==> src/rtl/uart_bus_slave.sv <==
// Memory-mapped 8N1 UART slave: STATUS/DATA registers on the system bus,
// one TX and one RX bit engine, sticky completion/error flags driven as IRQs.
`ifndef WORD_ADDR_BUS
`define WORD_ADDR_BUS 29:0
`endif
`ifndef WORD_DATA_BUS
`define WORD_DATA_BUS 31:0
`endif

module uart_bus_slave #(
    parameter int CLK_DIV = 434
) (
    input  logic                  clk,
    input  logic                  reset,
    input  logic                  CS_,
    input  logic                  As_,
    input  logic                  RW,
    input  logic [`WORD_ADDR_BUS] Addr,
    input  logic [`WORD_DATA_BUS] WrData,
    output logic [`WORD_DATA_BUS] RdData,
    output logic                  Rdy_,
    input  logic                  UartRX,
    output logic                  UartTX,
    output logic                  IrqRx,
    output logic                  IrqTx
);
    localparam int CNT_W = $clog2(CLK_DIV);
    localparam logic [CNT_W-1:0] CNT_LAST = CNT_W'(CLK_DIV - 1);
    localparam logic [CNT_W-1:0] CNT_HALF = CNT_W'(CLK_DIV / 2 - 1);

    typedef enum logic [1:0] {S_IDLE, S_START, S_DATA, S_STOP} state_t;

    logic access, wr_status, wr_data;
    assign access    = ~CS_ & ~As_;
    assign wr_status = access & RW & ~Addr[0];
    assign wr_data   = access & RW & Addr[0];

    logic unused_bits;
    assign unused_bits = ^{Addr[$high(Addr):1], WrData[$high(WrData):8]};

    // ---------------- TX engine ----------------
    state_t           tx_state_q, tx_state_d;
    logic [CNT_W-1:0] tx_cnt_q, tx_cnt_d;
    logic [2:0]       tx_idx_q, tx_idx_d;
    logic [7:0]       tx_shift_q, tx_shift_d;
    logic             uart_tx_q, uart_tx_d;
    logic             tx_end;

    always_ff @(posedge clk or posedge reset) begin
        if (reset) tx_state_q <= S_IDLE;
        else       tx_state_q <= tx_state_d;
    end

    always_comb begin
        tx_state_d = tx_state_q;
        case (tx_state_q)
            S_IDLE:  if (wr_data) tx_state_d = S_START;
            S_START: if (tx_cnt_q == CNT_LAST) tx_state_d = S_DATA;
            S_DATA:  if (tx_cnt_q == CNT_LAST && tx_idx_q == 3'd7) tx_state_d = S_STOP;
            S_STOP:  if (tx_cnt_q == CNT_LAST) tx_state_d = S_IDLE;
            default: tx_state_d = S_IDLE;
        endcase
    end

    always_comb begin
        tx_cnt_d   = '0;
        tx_idx_d   = tx_idx_q;
        tx_shift_d = tx_shift_q;
        if (tx_state_q == S_IDLE) begin
            tx_idx_d = 3'd0;
            if (wr_data) tx_shift_d = WrData[7:0];
        end else if (tx_cnt_q != CNT_LAST) begin
            tx_cnt_d = tx_cnt_q + 1'b1;
        end else if (tx_state_q == S_DATA) begin
            tx_idx_d   = tx_idx_q + 3'd1;
            tx_shift_d = {1'b0, tx_shift_q[7:1]};
        end
    end

    // Line level is registered from the next state so it changes on the same edge as the FSM.
    always_comb begin
        uart_tx_d = 1'b1;
        case (tx_state_d)
            S_START: uart_tx_d = 1'b0;
            S_DATA:  uart_tx_d = tx_shift_d[0];
            default: uart_tx_d = 1'b1;
        endcase
    end
    assign tx_end = (tx_state_q == S_STOP) && (tx_cnt_q == CNT_LAST);

    // ---------------- RX engine ----------------
    logic             sync1_q, sync2_q;
    state_t           rx_state_q, rx_state_d;
    logic [CNT_W-1:0] rx_cnt_q, rx_cnt_d;
    logic [2:0]       rx_idx_q, rx_idx_d;
    logic [7:0]       rx_shift_q, rx_shift_d;
    logic [7:0]       rx_data_q, rx_data_d;
    logic             rx_stop_smp, rx_ok, rx_ferr;

    always_ff @(posedge clk or posedge reset) begin
        if (reset) rx_state_q <= S_IDLE;
        else       rx_state_q <= rx_state_d;
    end

    always_comb begin
        rx_state_d = rx_state_q;
        case (rx_state_q)
            S_IDLE:  if (!sync2_q) rx_state_d = S_START;
            S_START: if (rx_cnt_q == CNT_HALF) rx_state_d = sync2_q ? S_IDLE : S_DATA;
            S_DATA:  if (rx_cnt_q == CNT_LAST && rx_idx_q == 3'd7) rx_state_d = S_STOP;
            S_STOP:  if (rx_cnt_q == CNT_LAST) rx_state_d = S_IDLE;
            default: rx_state_d = S_IDLE;
        endcase
    end

    always_comb begin
        rx_cnt_d   = '0;
        rx_idx_d   = rx_idx_q;
        rx_shift_d = rx_shift_q;
        case (rx_state_q)
            S_IDLE:  rx_idx_d = 3'd0;
            S_START: if (rx_cnt_q != CNT_HALF) rx_cnt_d = rx_cnt_q + 1'b1;
            default: begin
                if (rx_cnt_q != CNT_LAST) begin
                    rx_cnt_d = rx_cnt_q + 1'b1;
                end else if (rx_state_q == S_DATA) begin
                    rx_idx_d   = rx_idx_q + 3'd1;
                    rx_shift_d = {sync2_q, rx_shift_q[7:1]};
                end
            end
        endcase
    end

    always_comb begin
        rx_stop_smp = (rx_state_q == S_STOP) && (rx_cnt_q == CNT_LAST);
        rx_ok       = rx_stop_smp & sync2_q;
        rx_ferr     = rx_stop_smp & ~sync2_q;
        rx_data_d   = rx_ok ? rx_shift_q : rx_data_q;
    end

    // ---------------- Flags and bus ----------------
    logic        rx_done_q, rx_done_d, tx_done_q, tx_done_d, ferr_q, ferr_d;
    logic        rdy_n_q, rdy_n_d;
    logic [31:0] rd_data_q, rd_data_d, status;

    // Hardware set takes priority over a software clear in the same cycle.
    always_comb begin
        rx_done_d = rx_ok   | (rx_done_q & ~(wr_status & WrData[0]));
        tx_done_d = tx_end  | (tx_done_q & ~(wr_status & WrData[1]));
        ferr_d    = rx_ferr | (ferr_q    & ~(wr_status & WrData[4]));
        status    = {27'd0, ferr_q, (tx_state_q != S_IDLE), (rx_state_q != S_IDLE),
                     tx_done_q, rx_done_q};
        rdy_n_d   = ~access;
        rd_data_d = '0;
        if (access && !RW) rd_data_d = Addr[0] ? {24'd0, rx_data_q} : status;
    end

    always_ff @(posedge clk or posedge reset) begin
        if (reset) begin
            tx_cnt_q   <= '0;
            tx_idx_q   <= '0;
            tx_shift_q <= '0;
            uart_tx_q  <= 1'b1;
            sync1_q    <= 1'b1;
            sync2_q    <= 1'b1;
            rx_cnt_q   <= '0;
            rx_idx_q   <= '0;
            rx_shift_q <= '0;
            rx_data_q  <= '0;
            rx_done_q  <= 1'b0;
            tx_done_q  <= 1'b0;
            ferr_q     <= 1'b0;
            rdy_n_q    <= 1'b1;
            rd_data_q  <= '0;
        end else begin
            tx_cnt_q   <= tx_cnt_d;
            tx_idx_q   <= tx_idx_d;
            tx_shift_q <= tx_shift_d;
            uart_tx_q  <= uart_tx_d;
            sync1_q    <= UartRX;
            sync2_q    <= sync1_q;
            rx_cnt_q   <= rx_cnt_d;
            rx_idx_q   <= rx_idx_d;
            rx_shift_q <= rx_shift_d;
            rx_data_q  <= rx_data_d;
            rx_done_q  <= rx_done_d;
            tx_done_q  <= tx_done_d;
            ferr_q     <= ferr_d;
            rdy_n_q    <= rdy_n_d;
            rd_data_q  <= rd_data_d;
        end
    end

    assign UartTX = uart_tx_q;
    assign Rdy_   = rdy_n_q;
    assign RdData = rd_data_q;
    assign IrqRx  = rx_done_q;
    assign IrqTx  = tx_done_q;
endmodule

==> config.mk <==
export PLATFORM = sky130hd
export DESIGN_NAME = uart_bus_slave
export DESIGN_NICKNAME = d
export VERILOG_FILES = /design/src/rtl/uart_bus_slave.sv
export SDC_FILE = /design/constraint.sdc
export NUM_CORES = 1
export LEC_CHECK = 0
export BUFFER_PORTS_ARGS = -buffer_cell sky130_fd_sc_hd__buf_2
export CAP_MARGIN = 30
export CORE_ASPECT_RATIO = 0.6
export CORE_MARGIN = 3
export CORE_UTILIZATION = 46
export CTS_CLUSTER_SIZE = 20
export DETAILED_ROUTE_END_ITERATION = 12
export PLACE_DENSITY = 0.76
export SYNTH_ARGS = -nofsm -noshare
export SYNTH_HDL_FRONTEND = slang
export SYNTH_SLANG_ARGS = --single-unit
==> constraint.sdc <==
create_clock -name clk -period 1.8 [get_ports clk]
set_input_delay 0.09 -clock clk [delete_from_list [all_inputs] [get_ports clk]]
set_output_delay 0.09 -clock clk [all_outputs]
set_load 0.01 [all_outputs]
### After elaboration in Yosys (flattened, before gate mapping)

Cells that the tools add are included.

| storage, ports and cells | value |
|---|---|
| register bits | 91 |

| operators by class | value |
|---|---|
| add/subtract/negate cells | 4 |
| equality and inequality tests | 23 |
| mux-type cells | 29 |
| bitwise operators | 26 |
| reduce and logical (&&, ||, !) cells | 18 |

Operators by type and width:

| cell | count |
|---|---|
| $mux 8 | 6 |
| $mux 9 | 4 |
| $add 9x1->9 const B | 2 |
| $eq 9x9->1 const B | 2 |
| $mux 2 | 9 |
| $ne 9x9->1 const B | 2 |
| $pmux 9 s2 | 1 |
| $pmux 2 s4 | 2 |
| $mux 3 | 5 |
| $and 1x1->1 | 12 |
| $ne 2x2->1 const B | 6 |
| $not 1->1 | 11 |
| $eq 2x2->1 const B | 5 |
| $eq 9x8->1 const B | 1 |
| $ne 9x8->1 const B | 1 |
| $reduce_and 3->1 | 3 |
| $reduce_bool 2->1 | 4 |
| $add 3x1->3 const B | 2 |
| $eq 2x1->1 const B | 3 |
| $eq 3x3->1 const B | 2 |
| $pmux 3 s2 | 1 |
| $logic_and 1x1->1 | 5 |
| $logic_not 2->1 | 2 |
| $reduce_and 4->1 | 1 |
| 6 further kinds | 8 |

### Logic depth before layout (Yosys ltp)

Gate-level depths: netlist of the first run.

| logic depth | value |
|---|---|
| word-level depth | 8 |
| mapped depth | 7 |
| gate-level depth less buffers | 6 |

### Least setup slack after synthesis of the first run

No wires, ideal clock.

| timing path | value |
|---|---|
| path kind | flip-flop to flip-flop |
| start | register rx_cnt_q[1] |
| end | register rx_shift_q[0] |
| setup time | 0.125 ns |
| arrival | 1.844 ns |
| setup slack | -0.168 ns |
| cell stages (with the launch flop) | 8 |
| clock period less this slack | 1.968 ns |
| cells stage by stage | dfrtp_1 inv_1 ha_1 nand4b_1 or4b_4 buf_6 nor2_8 mux2_2 |

| on the way | value |
|---|---|
| longest elaborated chain between the ends | 3 |

Ends and longest elaborated chain:

| element | line | source |
|---|---|---|
| from (decl) | 94 | `logic [CNT_W-1:0] rx_cnt_q, rx_cnt_d;` |
| from (signal assigned) | 182 | `rx_cnt_q <= rx_cnt_d;` |
| $ne 9x9->1 | 124 | `if (rx_cnt_q != CNT_LAST) begin` |
| $not 1->1 (no line) | n/a |  |
| $reduce_and 3->1 (no line) | n/a |  |
| to (signal assigned) | 184 | `rx_shift_q <= rx_shift_d;` |
| to (decl) | 96 | `logic [7:0] rx_shift_q, rx_shift_d;` |

Every way passes these cells.
A chain may end at the register's enable or synchronous reset.

### Worst setup path in the final report of the first run

| timing path | value |
|---|---|
| start | register rx_cnt_q[1] |
| end | register rx_shift_q[5] |

Same word-level chain as after synthesis.

==> impl_metrics.json, run 1 <==
{
  "synth_top_area_share_pct": 48.6,
  "synthFlopType": "dfrtp_1",
  "finalHoldViolCount": 0,
  "cp_max_fo": 4,
  "final_common_cell": "dfrtp_1",
  "dieArea_um2": 8130,
  "num_vias": 2268,
  "irDropWorstVdd_mv": 0.710,
  "finalSetupViolCount": 29,
  "die_y_um": 71.1,
  "fin_tns_setup_ps": -4950,
  "power.static_leakage_nw": 1.99,
  "io_buffers": 26,
  "first_pass_iters": 4,
  "end_kind": "flip-flop",
  "place_inst": 409,
  "synth_edf_count": 0,
  "critical_path.slowest_cell": "or4b_4",
  "crit_required_ps": 2010,
  "clockBufferDepth": 2,
  "postSynth.asyncResetShare_pct": 100,
  "post-route-util_pct": 59.8,
  "fin_ws_ps": -230,
  "num_rows": 23,
  "wire_per_inst_um": 15.0,
  "dp_slack_ps": -206,
  "worst_pin_slew_ps": 662,
  "ys_top_cells_by_area": "dfrtp_1 (49%), mux2_2 (6.2%), buf_4 (5.8%), ha_1 (3.5%), nor2_1 (3.5%)",
  "max_cap_violations": 0,
  "power.density_nw_per_um2": 911,
  "path_delay_family": "simple AND/OR/NAND/NOR gates",
  "rsz0062_at_grt": "yes",
  "syn-cell-area_um2": 3240,
  "grt_max_degree": 68,
  "avgSynthCellArea_um2": 11.5,
  "worst_clock_skew_ps": 4.30,
  "synth_warnings": 0,
  "ys_ff_latch": 67,
  "clk_latency_ps": 330,
  "period_needed_ps": 2030,
  "grt_pass1_wl_um": 10500,
  "grt_usage_pct": 16.9,
  "violations": "negative setup slack",
  "hp-class": "in2reg",
  "final_cell_mix": "dfrtp_1 (63), nor2_1 (29), buf_4 (29)",
  "wirelength_um": 6550,
  "slowest_delay_ps": 630,
  "avgViaCountPerCell": 5.20,
  "fp.coreArea_um2": 6760,
  "diodes": 0,
  "io-pin-count": 104,
  "crit_type": "reg2reg",
  "root_buffer": "clkbuf_16",
  "fin_nets": 421,
  "clock-sinks": 67,
  "ys_seq_area_share_pct": 51.8,
  "drt.antenna.violating_nets": 0,
  "fmax_ghz": 0.493,
  "grt_pass1_vias": 2174,
  "htree_levels": 3,
  "holdWs_ps": 18.2,
  "status": "finished with violations",
  "numCtsBuffers": 9,
  "grt_antenna_before_repair": 0,
  "layout-drive-gt1-share_pct": 33.5,
  "synthCells": 282,
  "grt_overflow": 0,
  "remaining_drc_errors": 0,
  "finalWeightedCongestion": 0.825,
  "final.period_utilization_pct": 113,
  "arrival_ps": 2240,
  "stdcell_count": 436,
  "start_util_pct": 48.0,
  "path_buf_inv": 1,
  "ys_types": 54,
  "relSlewSlack_pct": 55.2,
  "cp_cell_sequence": "inv_2 -> ha_4 -> nand4b_1 -> or4b_4 -> nor2_4 -> mux2_2",
  "tritoncts": "yes",
  "detailed_place_hpwl_um": 4350,
  "start_kind": "flip-flop",
  "drv_slew": 0,
  "die_w_um": 114,
  "path_clk_slew_ps": 50,
  "syn2layout_area_growth_pct": 24.7,
  "drtIter0Drc": 169,
  "synth_top_cell_by_area": "dfrtp_1"
}
[repair_timing]
item                                   in CTS  in global routing
pin swaps                                   4                 10
buffers inserted                            6                  5
hold buffers                                3                  0
endpoints found under the hold margin      65                  0
gates cloned                                2                  0
gates resized for setup                    10                 14
setup endpoints to repair                  28                 38
[area by class of cell]
class | instances | area, um^2
clock buffer | 13 | 240
clock inverter | 3 | 40.0
fill | 514 | 2720
inverter | 6 | 22.5
multi-input combinational | 200 | 1540
sequential | 67 | 1680
tap | 87 | 109
timing repair buffer | 60 | 409
[metal layers]
| metal | up-vias | routed length [um] | share of wire (%) | global-route usage [%] |
|---|---|---|---|---|
| li1 | 1074 | - | - | - |
| met4 | 0 | 43 | 0.66 | 4.35 |
| met1 | 1140 | 3340 | 51 | 24.7 |
| met5 | - | 0 | 0 | 0 |
| met3 | 5 | 262 | 4.0 | 7.86 |
| met2 | 49 | 2900 | 44 | 22.5 |
[Yosys cell counts, types with 2 or more instances]
cell / count
a21o_1: 8
a21oi_1: 8
a22o_1: 9
a31oi_1: 4
and3_1: 5
buf_2: 2
buf_4: 25
clkbuf_1: 6
dfrtp_1: 63
dfstp_2: 4
ha_1: 9
inv_1: 6
mux2_2: 18
mux2i_1: 3
nand2_1: 12
nand2b_1: 3
nand3_1: 7
nand4_1: 2
nand4b_1: 3
nand4bb_1: 2
nor2_1: 30
nor2b_1: 2
nor3_1: 3
nor4b_1: 2
o21ai_0: 4
or3_1: 3
xnor2_1: 5
xor2_1: 8
[state kept, by name, indices dropped and copies added (netlist names), 2 cells and up, named ones only]
| signal | cells |
|---|---|
| rx_shift_q | 8 |
| rx_cnt_q | 9 |
| tx_idx_q | 3 |
| tx_state_q | 2 |
| rx_data_q | 8 |
| RdData | 8 |
| tx_shift_q | 8 |
| tx_cnt_q | 9 |
| rx_idx_q | 3 |
[worst register-to-register path, stage by stage, from the launching register on]
cell	delay (ps)
dfrtp_1	390
inv_2	80
ha_4	120
nand4b_1	140
or4b_4	630
nor2_4	200
mux2_2	350
[final timing paths]
path	start	end	slack (ps)	depth (start not counted)
worst min-delay path	CS_	Rdy_$_DFF_PP1_	20	2
worst max-delay path	rx_cnt_q[1]$_DFF_PP0_	rx_shift_q[5]$_DFFE_PP0P_	-230	6
min in group asynchronous	reset	tx_cnt_q[6]$_DFF_PP0_	360	4
max in group asynchronous	reset	Rdy_$_DFF_PP1_	1100	4
worst max register to register	rx_cnt_q[1]$_DFF_PP0_	rx_shift_q[5]$_DFFE_PP0P_	-230	6
worst min register to register	sync1_q$_DFF_PP1_	sync2_q$_DFF_PP1_	350	0
[through the flow]
step                      power (mW)  cell area, um^2
after detailed placement        2.04             3550
after CTS                       3.72             3980
after global placement          2.03             3550
final                           3.69             4050
after floorplan                 1.97             3330
after global routing            3.85             4050
[logic make-up after synthesis]
logic type / count (synthesis) / share of synthesized area (%)
other cells: 1 / 0.116
simple gates: 85 / 15.1
xor+xnor: 13 / 3.51
fa+ha+maj: 9 / 3.47
flops: 67 / 51.8
buf+inv: 40 / 7.83
compound gates: 44 / 9.83
mux: 23 / 8.33
[where the power goes]
part	total [mW]	switching, mW	internal [mW]
combinational	0.340	0.195	0.144
sequential	1.68	0.0745	1.61
clock	1.66	0.597	1.07
total	3.69	0.867	2.82
No activity file was read; power rests on OpenSTA's default activity.
==> inputs of run 2 (changes only) <==
==> constraint.sdc (replaced) <==
create_clock -name clk -period 1.7 [get_ports clk]
set_input_delay 0.085 -clock clk [delete_from_list [all_inputs] [get_ports clk]]
set_output_delay 0.085 -clock clk [all_outputs]
set_load 0.02 [all_outputs]
==> impl_metrics.json, run 2 (same netlist as run 1, synthesis figures left out) <==
{
  "crit_type": "reg2reg",
  "slowest_delay_ps": 640,
  "worst_pin_slew_ps": 533,
  "period_needed_ps": 2070,
  "ff_latch_area_um2": 1680,
  "htree_levels": 3,
  "power.density_nw_per_um2": 976,
  "fin_ws_ps": -367,
  "final_area_um2": 4190,
  "status": "finished with violations",
  "grt_max_degree": 30,
  "num_rows": 23,
  "top_usage_layer": "met2",
  "met2_usage_pct": 25.4,
  "violations": "negative setup slack",
  "wire_per_inst_um": 16.1,
  "grt_pass1_vias": 2263,
  "path_buf_inv": 1,
  "start_util_pct": 48.0,
  "path_clk_slew_ps": 60,
  "dieArea_um2": 8130,
  "num_vias": 2323,
  "io-pin-count": 104,
  "remaining_drc_errors": 0,
  "final_common_cell": "dfrtp_1",
  "final_cell_mix": "dfrtp_1 (63), buf_4 (31), nor2_1 (29)",
  "numCtsBuffers": 9,
  "drtIter0Drc": 182,
  "fin_tns_setup_ps": -8060,
  "clk_latency_ps": 330,
  "multiInputGateArea_um2": 1600,
  "syn2layout_area_growth_pct": 29.0,
  "place_inst": 412,
  "worst_clock_skew_ps": 4.48,
  "critical_path.slowest_cell": "or4b_4",
  "finalHoldViolCount": 0,
  "end_kind": "flip-flop",
  "grt_pass1_wl_um": 11000,
  "clockBufferDepth": 2,
  "avgViaCountPerCell": 5.24,
  "relSlewSlack_pct": 64.0,
  "arrival_ps": 2280,
  "detailed_place_hpwl_um": 4630,
  "io_buffers": 26,
  "die_y_um": 71.1,
  "p_sw_share_pct": 25.9,
  "cp_max_fo": 4,
  "tritoncts": "yes",
  "grt_overflow": 0,
  "fin_nets": 428,
  "p_int_mw": 3.03,
  "first_pass_iters": 4,
  "power.switching_mw": 1.06,
  "placed_area_um2": 3580,
  "clock-sinks": 67,
  "stdcell_count": 443,
  "irDropWorstVdd_mv": 0.798,
  "met3_usage_pct": 7.18,
  "power.static_leakage_nw": 2.04,
  "crit_required_ps": 1920,
  "fillers": 512,
  "wirelength_um": 7140,
  "root_buffer": "clkbuf_16",
  "die_w_um": 114,
  "finalSetupViolCount": 31,
  "diodes": 0,
  "start_kind": "flip-flop",
  "path_delay_family": "simple AND/OR/NAND/NOR gates",
  "fp.coreArea_um2": 6760,
  "finalWeightedCongestion": 0.821,
  "max_cap_violations": 0,
  "fmax_ghz": 0.484,
  "layout-drive-gt1-share_pct": 36.2,
  "grt_usage_pct": 17.8,
  "pwr-share-comb_pct": 10.7,
  "seqPwrFrac_pct": 43.8,
  "reg_top3": "rx_cnt_q x9, tx_cnt_q x9",
  "use_met1_pct": 25.1,
  "grt_antenna_before_repair": 0,
  "drt.antenna.violating_nets": 0,
  "rsz0062_at_grt": "yes",
  "final.period_utilization_pct": 122,
  "power_frac_clock_pct": 45.5,
  "drv_slew": 0,
  "hp-class": "in2reg",
  "cp_cell_sequence": "inv_2 -> ha_4 -> nand4b_1 -> or4b_4 -> nor2_4 -> mux2_4"
}
==> run 2: changes by cell type in the layout (fill, tap and decap cells not counted), sizes merged <==
| cell | change |
|---|---|
| buf | +4 |
| clkbuf | -4 |
| clkinvlp | +3 |
| dlygate4sd3 | +2 |
| and3 | +1 |
| inv | +1 |
==> run 2: area by class of cell <==
cell class | instances | share of cell area [%]
sequential | 67 | 40.2
multi-input combinational | 201 | 38.2
timing repair buffer | 66 | 11.2
clock buffer | 9 | 5.38
tap | 87 | 2.60
clock inverter | 7 | 1.82
inverter | 6 | 0.628
==> run 2: what timing repair did <==
action / in CTS / in global routing
gates cloned: 2 / 1
pin swaps: 1 / 13
buffers inserted: 8 / 4
endpoints found under the hold margin: 66 / 0
endpoints found under the setup margin: 30 / 43
resized for setup: 13 / 26
hold buffers: 5 / 0
==> run 2: worst min-delay path, stage by stage <==
cell    delay [ps]
buf_2           80
a22o_1         120
a21o_1          80
==> run 2: power groups by stage <==
stage          clock network, mW  registers [mW]  logic (mW)
2_1_floorplan                  0            1.80       0.317
3_3_place_gp                   0            1.81       0.382
3_5_place_dp                   0            1.81       0.396
4_1_cts                     1.89            1.79       0.406
5_1_grt                     1.97            1.80       0.489
6_report                    1.86            1.79       0.439
==> run 2: final timing paths <==
path / depth (start not counted) / start / to / slack [ps]
setup / recovery: 6 / rx_cnt_q[1]$_DFF_PP0_ / rx_shift_q[1]$_DFFE_PP0P_ / -370
hold reg to reg: 0 / sync1_q$_DFF_PP1_ / sync2_q$_DFF_PP1_ / 360
max in group asynchronous: 4 / reset / UartTX$_DFF_PP1_ / 930
hold / removal: 3 / WrData[5] / tx_shift_q[5]$_DFFE_PP0P_ / 60
min in group asynchronous: 3 / reset / rx_data_q[0]$_DFFE_PP0P_ / 240
setup reg to reg: 6 / rx_cnt_q[1]$_DFF_PP0_ / rx_shift_q[1]$_DFFE_PP0P_ / -370
==> run 2: through the flow <==
stage                     power, mW  hold WS (ps)  util [%]  setup WS (ps)
after floorplan                2.11          89.5         -           -268
after global placement         2.19          41.2      52.9           -221
after detailed placement       2.21          42.2      52.9           -311
after CTS                      4.08          44.2      59.9           -269
after global routing           4.26          58.6      61.9           -406
final                          4.08          59.2      61.9           -367
==> run 2: metal layers <==
metal  up-vias  routed length (um)  part of all wire [%]
met3        12                 357                   5.0
met4         0                  99                   1.4
met5         -                   0                     0
li1       1092                   -                     -
met1      1162                3490                    49
met2        57                3190                    45
